### src/rtl/uart_cmd_parser.sv
// Frames UART receiver bytes (sync, opcode, 4 addr, 4 data) into DDR access commands
// presented on a valid/ready handshake; bad opcodes, stalls and overruns are flagged.
module uart_cmd_parser #(
  parameter logic [7:0]  SYNC_BYTE    = 8'hA5,
  parameter logic [7:0]  OP_WRITE     = 8'h01,
  parameter logic [7:0]  OP_READ      = 8'h02,
  parameter int unsigned TIMEOUT_CLKS = 86800
) (
  input  logic        i_clk,
  input  logic        i_rst_n,
  input  logic        i_rx_dv,
  input  logic [7:0]  i_rx_byte,
  output logic        o_cmd_valid,
  input  logic        i_cmd_ready,
  output logic        o_cmd_wr,
  output logic [31:0] o_cmd_addr,
  output logic [31:0] o_cmd_wdata,
  output logic        o_err_frame,
  output logic        o_err_timeout,
  output logic        o_err_overrun
);

  localparam int unsigned GAP_W = $clog2(TIMEOUT_CLKS);
  localparam logic [GAP_W-1:0] GAP_LAST = GAP_W'(TIMEOUT_CLKS - 1);

  localparam logic [2:0] ST_IDLE   = 3'd0;
  localparam logic [2:0] ST_OPCODE = 3'd1;
  localparam logic [2:0] ST_ADDR   = 3'd2;
  localparam logic [2:0] ST_DATA   = 3'd3;
  localparam logic [2:0] ST_ISSUE  = 3'd4;

  logic [2:0]       state, state_d;
  logic [1:0]       cnt, cnt_d;
  logic [GAP_W-1:0] gap, gap_d;
  logic             wr_d;
  logic [31:0]      addr_d, wdata_d;
  logic             err_frame_d, err_timeout_d, err_overrun_d;
  logic             timeout_hit;
  logic             active_d;

  // Next-state and next-output logic
  always_comb begin
    state_d       = state;
    cnt_d         = cnt;
    wr_d          = o_cmd_wr;
    addr_d        = o_cmd_addr;
    wdata_d       = o_cmd_wdata;
    err_frame_d   = 1'b0;
    err_timeout_d = 1'b0;
    err_overrun_d = 1'b0;
    timeout_hit   = (gap == GAP_LAST) && !i_rx_dv;

    case (state)
      ST_IDLE: begin
        if (i_rx_dv && (i_rx_byte == SYNC_BYTE)) state_d = ST_OPCODE;
      end
      ST_OPCODE: begin
        if (i_rx_dv) begin
          if (i_rx_byte == OP_WRITE) begin
            wr_d    = 1'b1;
            cnt_d   = 2'd0;
            state_d = ST_ADDR;
          end else if (i_rx_byte == OP_READ) begin
            wr_d    = 1'b0;
            cnt_d   = 2'd0;
            state_d = ST_ADDR;
          end else begin
            err_frame_d = 1'b1;
            state_d     = ST_IDLE;
          end
        end else if (timeout_hit) begin
          err_timeout_d = 1'b1;
          state_d       = ST_IDLE;
        end
      end
      ST_ADDR: begin
        if (i_rx_dv) begin
          addr_d = {o_cmd_addr[23:0], i_rx_byte};
          cnt_d  = cnt + 2'd1;
          if (cnt == 2'd3) begin
            if (o_cmd_wr) begin
              state_d = ST_DATA;
              cnt_d   = 2'd0;
            end else begin
              wdata_d = 32'd0;
              state_d = ST_ISSUE;
            end
          end
        end else if (timeout_hit) begin
          err_timeout_d = 1'b1;
          state_d       = ST_IDLE;
        end
      end
      ST_DATA: begin
        if (i_rx_dv) begin
          wdata_d = {o_cmd_wdata[23:0], i_rx_byte};
          cnt_d   = cnt + 2'd1;
          if (cnt == 2'd3) state_d = ST_ISSUE;
        end else if (timeout_hit) begin
          err_timeout_d = 1'b1;
          state_d       = ST_IDLE;
        end
      end
      ST_ISSUE: begin
        // Bytes arriving while a command is pending are lost; sync must be re-acquired
        if (i_rx_dv) err_overrun_d = 1'b1;
        if (i_cmd_ready) state_d = ST_IDLE;
      end
      default: state_d = ST_IDLE;
    endcase

    active_d = (state_d == ST_OPCODE) || (state_d == ST_ADDR) || (state_d == ST_DATA);
    gap_d    = (active_d && (state_d == state) && !i_rx_dv) ? gap + GAP_W'(1) : '0;
  end

  // State and registered outputs
  always_ff @(posedge i_clk) begin
    if (!i_rst_n) begin
      state         <= ST_IDLE;
      cnt           <= 2'd0;
      gap           <= '0;
      o_cmd_valid   <= 1'b0;
      o_cmd_wr      <= 1'b0;
      o_cmd_addr    <= 32'd0;
      o_cmd_wdata   <= 32'd0;
      o_err_frame   <= 1'b0;
      o_err_timeout <= 1'b0;
      o_err_overrun <= 1'b0;
    end else begin
      state         <= state_d;
      cnt           <= cnt_d;
      gap           <= gap_d;
      o_cmd_valid   <= (state_d == ST_ISSUE);
      o_cmd_wr      <= wr_d;
      o_cmd_addr    <= addr_d;
      o_cmd_wdata   <= wdata_d;
      o_err_frame   <= err_frame_d;
      o_err_timeout <= err_timeout_d;
      o_err_overrun <= err_overrun_d;
    end
  end

endmodule

### config.mk
export PLATFORM = sky130hd
export DESIGN_NAME = uart_cmd_parser
export DESIGN_NICKNAME = d
export VERILOG_FILES = /design/src/rtl/uart_cmd_parser.sv
export SDC_FILE = /design/constraint.sdc
export NUM_CORES = 1
export LEC_CHECK = 0
export CAP_MARGIN = 20
export CORE_MARGIN = 2
export CORE_UTILIZATION = 60
export CTS_BUF_LIST = sky130_fd_sc_hd__clkbuf_8
export DETAILED_ROUTE_END_ITERATION = 7
export DONT_BUFFER_PORTS = 1
export PLACE_DENSITY = 0.73
export SLEW_MARGIN = 20
export SYNTH_ARGS = -nofsm -noshare
export SYNTH_HDL_FRONTEND = slang
export SYNTH_SLANG_ARGS = --single-unit
### constraint.sdc
create_clock -name i_clk -period 4.5 [get_ports i_clk]
set_input_delay 0 -clock i_clk [delete_from_list [all_inputs] [get_ports i_clk]]
set_output_delay 0 -clock i_clk [all_outputs]
set_load 0.01 [all_outputs]
After elaboration in Yosys (flattened, before gate mapping) --
Cells that the tools add are included.
Cells by class: reduce and logical (&&, ||, !) cells 20, equality and inequality tests 20, bitwise operators 4, add/sub/neg operators 2, multiplexer cells 30
Operators by type and width (number):
- 32-bit 2-to-1 mux | 4
- 32-bit case mux with 2 select lines | 1
- 3-bit 2-to-1 mux | 9
- 2-bit 2-to-1 mux | 9
- 17-bit by 1-bit adder with 17-bit output (second input constant) | 1
- 17-bit equality test (second input constant) | 1
- 3-bit case mux with 5 select lines | 1
- 3-bit by 2-bit equality test with 1-bit output (second input constant) | 4
- 2-bit inequality test (second input constant) | 5
- 5-bit AND reduction | 2
- 8-bit by 1-bit equality test with 1-bit output (second input constant) | 1
- 8-bit by 2-bit equality test with 1-bit output (second input constant) | 1
- 8-bit equality test (second input constant) | 1
- 3-bit by 1-bit equality test with 1-bit output (second input constant) | 2
- 3-bit equality test (second input constant) | 2
- 2-bit case mux with 3 select lines | 1
- 2-bit AND reduction | 3
- 3-bit OR reduction | 2
- 1-bit 2-to-1 mux | 5
- 1-bit logical AND | 4
- 1-bit NOT | 4
- 2-bit nonzero test | 2
- 4-bit OR reduction | 1
- 3-bit equality test | 1
- other kinds (8) | 9
Storage, ports and cells: output and inout bits 69, register bits after elaboration 91, logic and storage cells 86, input bits 12

Logic depth before layout (Yosys ltp) --
Gate-level depths: netlist (run 1).
depth in word-level cells 11, gate-level depth with buffers 8, depth with buffers taken out 6

Least setup slack after synthesis (run 1) --
No wires, ideal clock.
kind reg2reg, from reg gap[0], to reg gap[6], period minus slack after synthesis 1819 ps, arrival time 1741 ps, setup time 78 ps, path buffers 2, cell stages (with the launch flop) 9, required time 4422 ps, setup slack 2681 ps, cell sequence dfxtp_1 ha_1 nand3_1 nor3_2 and4b_1 o311a_2 buf_6 buf_12 nor3_1
Between the ends: cells in the longest elaborated chain, start to end 11, elaborated cells on any way between the ends 17, those cells by class add/sub: 1; eq/ne: 5; mux: 5; reduce/logical: 6
RTL lines:
- start: declaration | RTL line 34 | logic [GAP_W-1:0] gap, gap_d;
- start signal: assignment | RTL line 132 | gap <= gap_d;
- 17-bit equality test | RTL line 51 | timeout_hit = (gap == GAP_LAST) && !i_rx_dv;
- 1-bit logical AND | RTL line 51
- 3-bit 2-to-1 mux | RTL line 71, 89, 99
- 3-bit 2-to-1 mux (on tied branches) | RTL line 95, 58, 77
- 3-bit case mux with 5 select lines | RTL line 53 | case (state)
- 3-bit by 1-bit equality test with 1-bit output / 3-bit by 2-bit equality test with 1-bit output (equally long branches) | RTL line 112 | active_d = (state_d == ST_OPCODE) || (state_d == ST_ADDR) || (state_d == ST_DATA);
- 1-bit logical OR (2 in series) | RTL line 112
- 1-bit logical AND (2 in series) | RTL line 113 | gap_d = (active_d && (state_d == state) && !i_rx_dv) ? gap + GAP_W'(1) : '0;
- 2-bit AND reduction (no source line)
Parallel ways exist; a longest one is shown, timed or not. A chain may end at the register's enable or synchronous reset.

Worst setup path in the final report (run 1) --
from reg state[2], to reg o_cmd_wdata[19]
Between the ends: cells in the longest elaborated chain, start to end 3, elaborated cells on any way between the ends 9, those cells by class eq/ne: 6; mux: 1; reduce/logical: 2
RTL lines:
- start: declaration | RTL line 32 | logic [2:0] state, state_d;
- start signal: assignment | RTL line 130 | state <= state_d;
- 3-bit by 2-bit equality test with 1-bit output | RTL line 53
- 2-bit inequality test (no source line) / 2-bit nonzero test (equally long branches)
- 5-bit AND reduction (no source line)
- end signal: assignment | RTL line 136 | o_cmd_wdata <= wdata_d;
- end: declaration | RTL line 17 | output logic [31:0] o_cmd_wdata,
Parallel ways exist; a longest one is shown, timed or not.

==> run summary, run 1 <==
The signal arrival time at the worst endpoint is around 2.6 ns. STA classifies the critical path startpoint as a register. For this run, the post-layout net count is 449. The die area is slightly below 7000 sq um. After filler insertion, the fill cell instance count of the layout stands at about 500. The routed wirelength normalized by instance count came out at approximately 16 microns. At the pin with the least slew margin, the transition time is around 0.96 ns.

The post-detailed-placement cell area came out at approximately 3700 sq um. Clock tree synthesis selected as its root buffer the cell clkbuf_8. For this run, design rule violations remaining after detail routing come to 0.

For this run, the leading register cell type out of synthesis is dfxtp_1. The required time reported for the critical path endpoint is between 4 and 5 ns. For this run, the number of standard cells in the final layout without fillers is between 500 and 600.

The maximum number of pins on one net before global-route repair came out at 75. In this run, placement finished with an instance count of roughly 480. The insertion delay of the later-clocked pin in the worst-skew pair came out at approximately 0.36 ns.

Static timing analysis puts the maximum clock frequency at about 0.44 GHz. The synthesized netlist net count came out at ~450. The total inserted antenna cells came out at 0.

CTS saw a little over 90 sinks. The number of pins exceeding their max-slew limit in the final report came out at 0. The cell area after synthesis came out at around 3800 sq um.

Cells with a size suffix above 1 make up between 6 and 7% of the layout. The shortest period the worst path allows is 2.29 ns. The area inside the core boundary came out at roughly 6000 sq um. The number of H-tree levels came out at 3.

For this design the static power due to leakage is around 1.3 nW. The number of hold buffers added after CTS was 15. The floorplan row count came out at 28. The first global-routing pass estimated around 13 mm of wire. The length in cells of the worst reg-to-reg path came out at 4.

The count of synthesis-stage warnings from yosys is 0. The worst vdd rail ir drop is ~0.24 mV. The via count of the first global-routing pass is ~2,700. The vertical die dimension is between 80 and 90 microns. In the layout the commonest cells are nand2_1, dfxtp_1, a21boi_0.

The overall routing resource usage is roughly a quarter. The TritonCTS clock tree is built. The max-cap violation count is 0. The distinct cell type count of the synthesized netlist is 39. Across all layers, the routed design uses 3,020 vias. The post-CTS setup buffer count is 0. Synthesis inferred a little over 90 register bits.

The number of nets with antenna violations after routing is 0. The critical path capture point type is a register. The setup path with the least slack is of type reg2reg. Power spread over the standard cell area amounts to 363 nW/um^2. The detailed placer's ending HPWL came out at 5.15 mm. TritonCTS created 9 clock buffers. The worst hold path passes through 2 cells. The maximum fanout encountered on the critical timing path came out at 32.

The finished cells cover ~4100 sq um. The count of final hold-check violations came to 0. In this run, post-CTS repair resized a total of 0 instances. Counting along the longest clock path gives a buffer depth of 2. Setup repair after global routing left no endpoint under its margin. Of all flip-flops after synthesis, the portion carrying an async set or reset was 0%. Dividing the detail-routed via count by the number of cells gives 5.86. The area growth from synthesis to layout is 9.83%.

The final number of setup-violating endpoints is 0. The flow ran to the end, and the final reports show no timing, DRC or antenna violations. The synthesized instance count came out at 437.

just over 80 I/O pins were placed. The final cycle utilization of the critical path is between 50% and 60%. The number of input and output port buffers inserted is 0. Measured against its own limit, the worst slew margin works out to roughly 36%.

At the end of routability-driven placement, the weighted congestion stood at ~0.89. The sequential-to-total area share from yosys stat is roughly half. For this configuration, the core starts out at a cell density of 62.7%. Leaving out fill and tap cells, the most frequent cell in the layout is nand2_1. The per-instance average area after synthesis came out at ~8.6 sq um.

The die width came out at just over 80 microns. The total overflow left after global routing is 0. Clock skew on the completed layout was measured at between 0.009 and 0.01 ns. The first detailed-routing pass took 5 iterations. The total negative setup slack came out at 0 ns. The number of enable-type register cells in the synthesized netlist is 0. The number of antenna violations at the first check in global routing came to 0.

The total wire length after detailed routing is between 8 and 9 mm. The kind of path behind the tightest hold check is in2reg. The DRC marker count from the first detailed-route iteration came out at roughly 250. The clock slew at the register clock pins of the worst setup and hold paths came out at around 0.090 ns.
==> registers in the layout, summed over array words and instances (netlist names) <==
| name | cells |
|---|---|
| o_cmd_wdata | 32 |
| o_cmd_addr | 32 |
| o_cmd_wr | 1 |
| o_err_frame | 1 |
| state | 3 |
| cnt | 2 |
| o_err_timeout | 1 |
| gap | 17 |
| o_err_overrun | 1 |
| o_cmd_valid | 1 |
==> final cells by class <==
class	instances	area (sq um)	area share, %
multi-input combinational	312	1770	42.9
sequential	91	1820	44.2
inverter	4	15.0	0.364
clock buffer	9	124	3.00
timing repair buffer	17	183	4.43
clock inverter	7	116	2.82
tap	75	93.8	2.27
==> layer usage <==
metal	track usage, %	part of all wire [%]	vias to the layer above
li1	-	-	1487
met1	33.2	46	1426
met2	33.4	45	93
met3	7.46	7.3	14
met4	10.3	2.0	0
met5	0	0	-
==> report_power, final <==
group | switching, mW | internal [mW]
combinational | 0.0191 | 0.0187
sequential | 0.0000559 | 0.804
clock | 0.286 | 0.369
==> through the flow <==
step / utilization (%) / hold WS (ns) / total power [mW] / setup slack [ns]
floorplan: - / 0.114 / 0.846 / 2.68
detailed placement: 61.9 / 0.133 / 0.839 / 2.11
global placement: 61.9 / 0.133 / 0.839 / 2.27
global route: 68.9 / 0.0185 / 1.54 / 1.98
CTS: 68.7 / 0.00287 / 1.50 / 2.09
finish: 68.9 / 0.0113 / 1.50 / 2.21
==> synth_stat cells, types with 3 or more instances <==
master	count	area, sq um
nand4_1	5	31.3
dfxtp_1	91	1820
nand2_1	109	409
a21boi_0	67	503
nand4b_1	4	35.0
nand3_1	42	210
o21ai_0	4	20.0
buf_6	4	45.0
inv_1	4	15.0
nor2_1	11	41.3
clkbuf_1	20	75.1
buf_2	5	25.0
a21oi_1	4	20.0
nor3_1	21	105
nor2b_1	3	18.8
xor2_1	6	52.6
xnor2_1	10	87.6
==> cell families (layout without fill, tap and decap cells) <==
logic type | Yosys count | after routing | synth area share, %
XOR/XNOR | 16 | 16 | 3.73
AND/OR/NAND/NOR | 211 | 211 | 26.0
adder cells (fa/ha/maj) | 2 | 2 | 0.666
buffers and inverters | 34 | 37 | 4.80
AO/OA/AOI/OAI | 83 | 83 | 16.3
flip-flops | 91 | 91 | 48.5
==> worst max-delay path: stages, from the launching register on <==
cell and delay (ns):
dfxtp_1 0.38, nor2b_1 0.48, o211a_1 0.88, nand3_1 0.26, a21boi_0 0.22
==> final timing paths <==
path	from	to	slack, ns
worst max-delay path	state[2]	o_cmd_wdata[19]	2.21
worst min-delay path	i_rst_n	o_cmd_addr[11]	0.01
worst max register to register	state[2]	o_cmd_wdata[19]	2.21
worst min register to register	cnt[1]	cnt[1]	0.49
Note: power is estimated with default switching activity, not from simulation.
==> run 2, diff against run 1 <==
- ABC_AREA: not set -> 1
- clock period: 4.5 -> 2.3 ns (I/O delays scaled with it)
==> run 2 against run 1 <==
Against the previous run:
- clock skew up 0.0015 ns
- utilization down 0.36 points
- synthesized cell count up 11%
- sequential share of layout area up 1.0 points
- register-to-register slack worse by 1.8 ns
- total power up 94%
- global-route usage up 0.82 points
- clock-buffer cell count unchanged
- flip-flop and latch count unchanged
- via count up 4.1%
- highest routed layer unchanged
==> run summary, run 2 <==
The count of final hold-check violations is 0 (unchanged). The synthesized netlist net count came out at 501 (+11%). The total via count in the routed design is 3,143 (+4.1%).

Setup repair after global routing left no endpoint under its margin. The signal arrival time at the worst endpoint is 2.17 ns (-0.41 ns). The static leakage power came out at 1.59 nW (+22%).

The I/O pin count was 81 (unchanged). The insertion delay of the later-clocked pin in the worst-skew pair is 0.36 ns (about the same). The most common cell in the netlist is nor2_1. The DRC marker count from the first detailed-route iteration came out at 262 (+6.9%). In the final layout, the registers with the most flip-flops are o_cmd_addr: 32 flops, o_cmd_wdata: 32 flops, gap: 17 flops. The number of hold buffers added after CTS is 11 (-4).

The total of flip-flops plus latches after synthesis is 91 (unchanged). The final non-filler cell area came out at 4030 sq um (-2.3%). The maximum fanout encountered on the critical timing path came out at 20 (-38%). The run finished with clean final reports. The proportion of synthesized flip-flops having asynchronous set or reset is 0% (unchanged). The worst vdd rail ir drop is 0.585 mV (+140%). The number of pins exceeding their max-slew limit in the final report was 0 (unchanged). The area growth from synthesis to layout is 10.7%. The final cycle utilization of the critical path came out at 82.2% (+31 points).

The floorplan row count is 28 (unchanged). The number of enable-type register cells in the synthesized netlist is 0 (unchanged). The worst setup path is launched from a register. The overall routing resource usage came out at 24.4% (+0.82 points).

By count the netlist is led by nor2_1, dfxtp_1, nand2_1. The total chip power is 2.90 mW (+94%). The sequential-to-total area share from yosys stat came to 50.0% (+1.5 points). Leaving out fill and tap cells, the most frequent cells in the layout are nor2_1, dfxtp_1, nand2_1. The number of input and output port buffers inserted was 0 (unchanged). The TritonCTS clock tree is built. The worst hold path belongs to the class in2reg. The cell area after synthesis is 3640 sq um (-3.0%). The distinct cell type count of the synthesized netlist came to 27 (-31%). The clock slew at the register clock pins of the worst setup and hold paths is 0.09 ns (about the same). The slew at the pin closest to its max-slew limit was 0.989 ns (+0.0318 ns). The post-cts gate resize count came out at 0 (unchanged).

The die width came out at 81.9 microns (-1.5%). The ratio of total power to cell area is 720 nW/um^2 (+98%). The per-instance average area after synthesis was 7.48 sq um (-13%). The filler cell count is 499 (-0.60%). The initial cell density of the core came to 61.9% (-0.81 points).

The maximum frequency from static timing analysis is 0.529 GHz (+21%). The routed wirelength normalized by instance count is 14.5 microns (-9.1%). The average vias per placed instance was 5.50 (-6.1%).

The post-detailed-placement cell area was 3680 sq um (-0.64%). The total inserted antenna cells came to 0 (unchanged). The buffer depth of the longest clock path came out at 2 (unchanged). The overall overflow remaining after global route is 0 (unchanged). The detailed placer's ending HPWL was 5.42 mm (+5.3%). The max-cap violation count was 0 (unchanged).

The max-slew headroom at the worst pin came out at 33.8% (-2.3 points). The fraction of layout cells with a size suffix above 1 was 6.25% (+0.11 points). The synthesized instance count came to 487 (+11%). The post-place setup slack is 0.449 ns (-1.66 ns). After synthesis, the cell types taking the most area are dfxtp_1, nor2_1, nand2_1, nand3_1, a21oi_1. The post-layout utilization of the core came out at 68.5% (-0.36 points). The number of nets in the final layout came out at 506 (+13%). The maximum number of pins on one net before global-route repair is 40 (-47%).

The tree is rooted in a clkbuf_8. The sink count of the clock tree is 91 (unchanged). The largest total area in the synthesized netlist belongs to dfxtp_1. The required time reported for the critical path endpoint is 2.58 ns (-2.21 ns). The number of buffers inserted during clock tree synthesis is 9 (unchanged). The number of nets with antenna violations after routing came to 0 (unchanged). Leaving out fill and tap cells, the most frequent cell in the layout is nor2_1. The post-route worst setup slack came out at 0.410 ns (-1.80 ns). The number of H-tree levels was 3 (unchanged).

The post-CTS setup buffer count came out at 0 (unchanged). The total negative setup slack came out at 0 ns (unchanged). The most used flip-flop cell after synthesis is dfxtp_1. The via count of the first global-routing pass is 2,745 (+1.7%). The vertical die dimension is 81.9 microns (-1.5%). The worst setup path category is reg2reg. The share of Yosys cell area claimed by the top area cell type is 50.0% (+1.5 points). The worst setup path is captured at a register. The final number of setup-violating endpoints came to 0 (unchanged). The area inside the core boundary is 5890 sq um (-1.8%). The length of the first detailed-routing pass in iterations is 6 (+1).

The total wire length after detailed routing is 8.29 mm (+0.83%). The first-pass GRT wire length is 12.5 mm (-6.7%). The detailed-route DRC error count came out at 0 (unchanged). The number of antenna violations at the first check in global routing is 0 (unchanged). The shortest period the worst path allows was 1.89 ns (-0.402 ns). The clock skew is 0.0108 ns (+0.00146 ns).

The final weighted congestion in routability-driven placement is 0.920 (+2.8%). The count of synthesis-stage warnings from yosys is 0 (unchanged). The die area came to 6710 sq um (-2.9%).
==> run 2: cell types whose count changed after synthesis, moves of 4 or more <==
cell,change
a21boi_0,-67
a21oi_1,+35
clkbuf_1,-4
inv_1,+24
nand2_1,-36
nand3_1,+4
nand4b_1,-4
nor2_1,+96
nor3_1,-11
o21ai_0,+31
xnor2_1,-5
xor2_1,+4
==> run 2: kinds of logic after synthesis <==
logic type,after synthesis,share of synthesized area [%]
buffers and inverters,52,5.67
AND/OR/NAND/NOR,249,29.0
XOR/XNOR,15,3.61
adder cells (fa/ha/maj),2,0.687
flip-flops,91,50.0
AO/OA/AOI/OAI,78,11.1
==> run 2: worst paths after layout <==
check	start	end	slack (ns)	cells past startpoint
hold / removal	i_rx_byte[0]	o_cmd_wr	0.005	3
hold reg to reg	gap[0]	gap[0]	0.46	1
setup / recovery	cnt[0]	o_cmd_wdata[17]	0.41	10
setup reg to reg	cnt[0]	o_cmd_wdata[17]	0.41	10
==> run 2: final cells by class <==
| cell class | instances | area (sq um) | share of cell area (%) |
|---|---|---|---|
| clock inverter | 6 | 114 | 2.82 |
| tap | 75 | 93.8 | 2.33 |
| multi-input combinational | 344 | 1610 | 40.0 |
| timing repair buffer | 17 | 155 | 3.85 |
| inverter | 29 | 109 | 2.70 |
| clock buffer | 9 | 124 | 3.07 |
| sequential | 91 | 1820 | 45.2 |
==> run 2: routing by layer <==
metal	vias up	GRT usage [%]	share of wire [%]
met3	25	7.14	8.7
met2	115	38.5	46
met5	-	0	0
met1	1410	30.5	43
met4	0	12.2	2.1
li1	1593	-	-
==> run 2: power by group <==
part           switching (mW)  internal [mW]
Sequential          0.0000339           1.57
Clock                   0.554          0.719
Combinational          0.0370         0.0198
==> run 2: stage by stage <==
stage / hold WS, ns / std cells
2_1_floorplan: 0.135 / 487
3_3_place_gp: 0.139 / 545
3_5_place_dp: 0.142 / 545
4_1_cts: 0.000556 / 571
5_1_grt: 0.0411 / 571
6_report: 0.00478 / 571
==> run 2: worst max-delay path: stages, from the launching register on <==
cell and delay, ns:
dfxtp_1 0.36, ha_1 0.21, inv_1 0.10, nor2_1 0.14, inv_1 0.07, nand2_1 0.05
nand2_1 0.23, inv_1 0.17, buf_4 0.24, nand3_1 0.10, a21oi_1 0.14
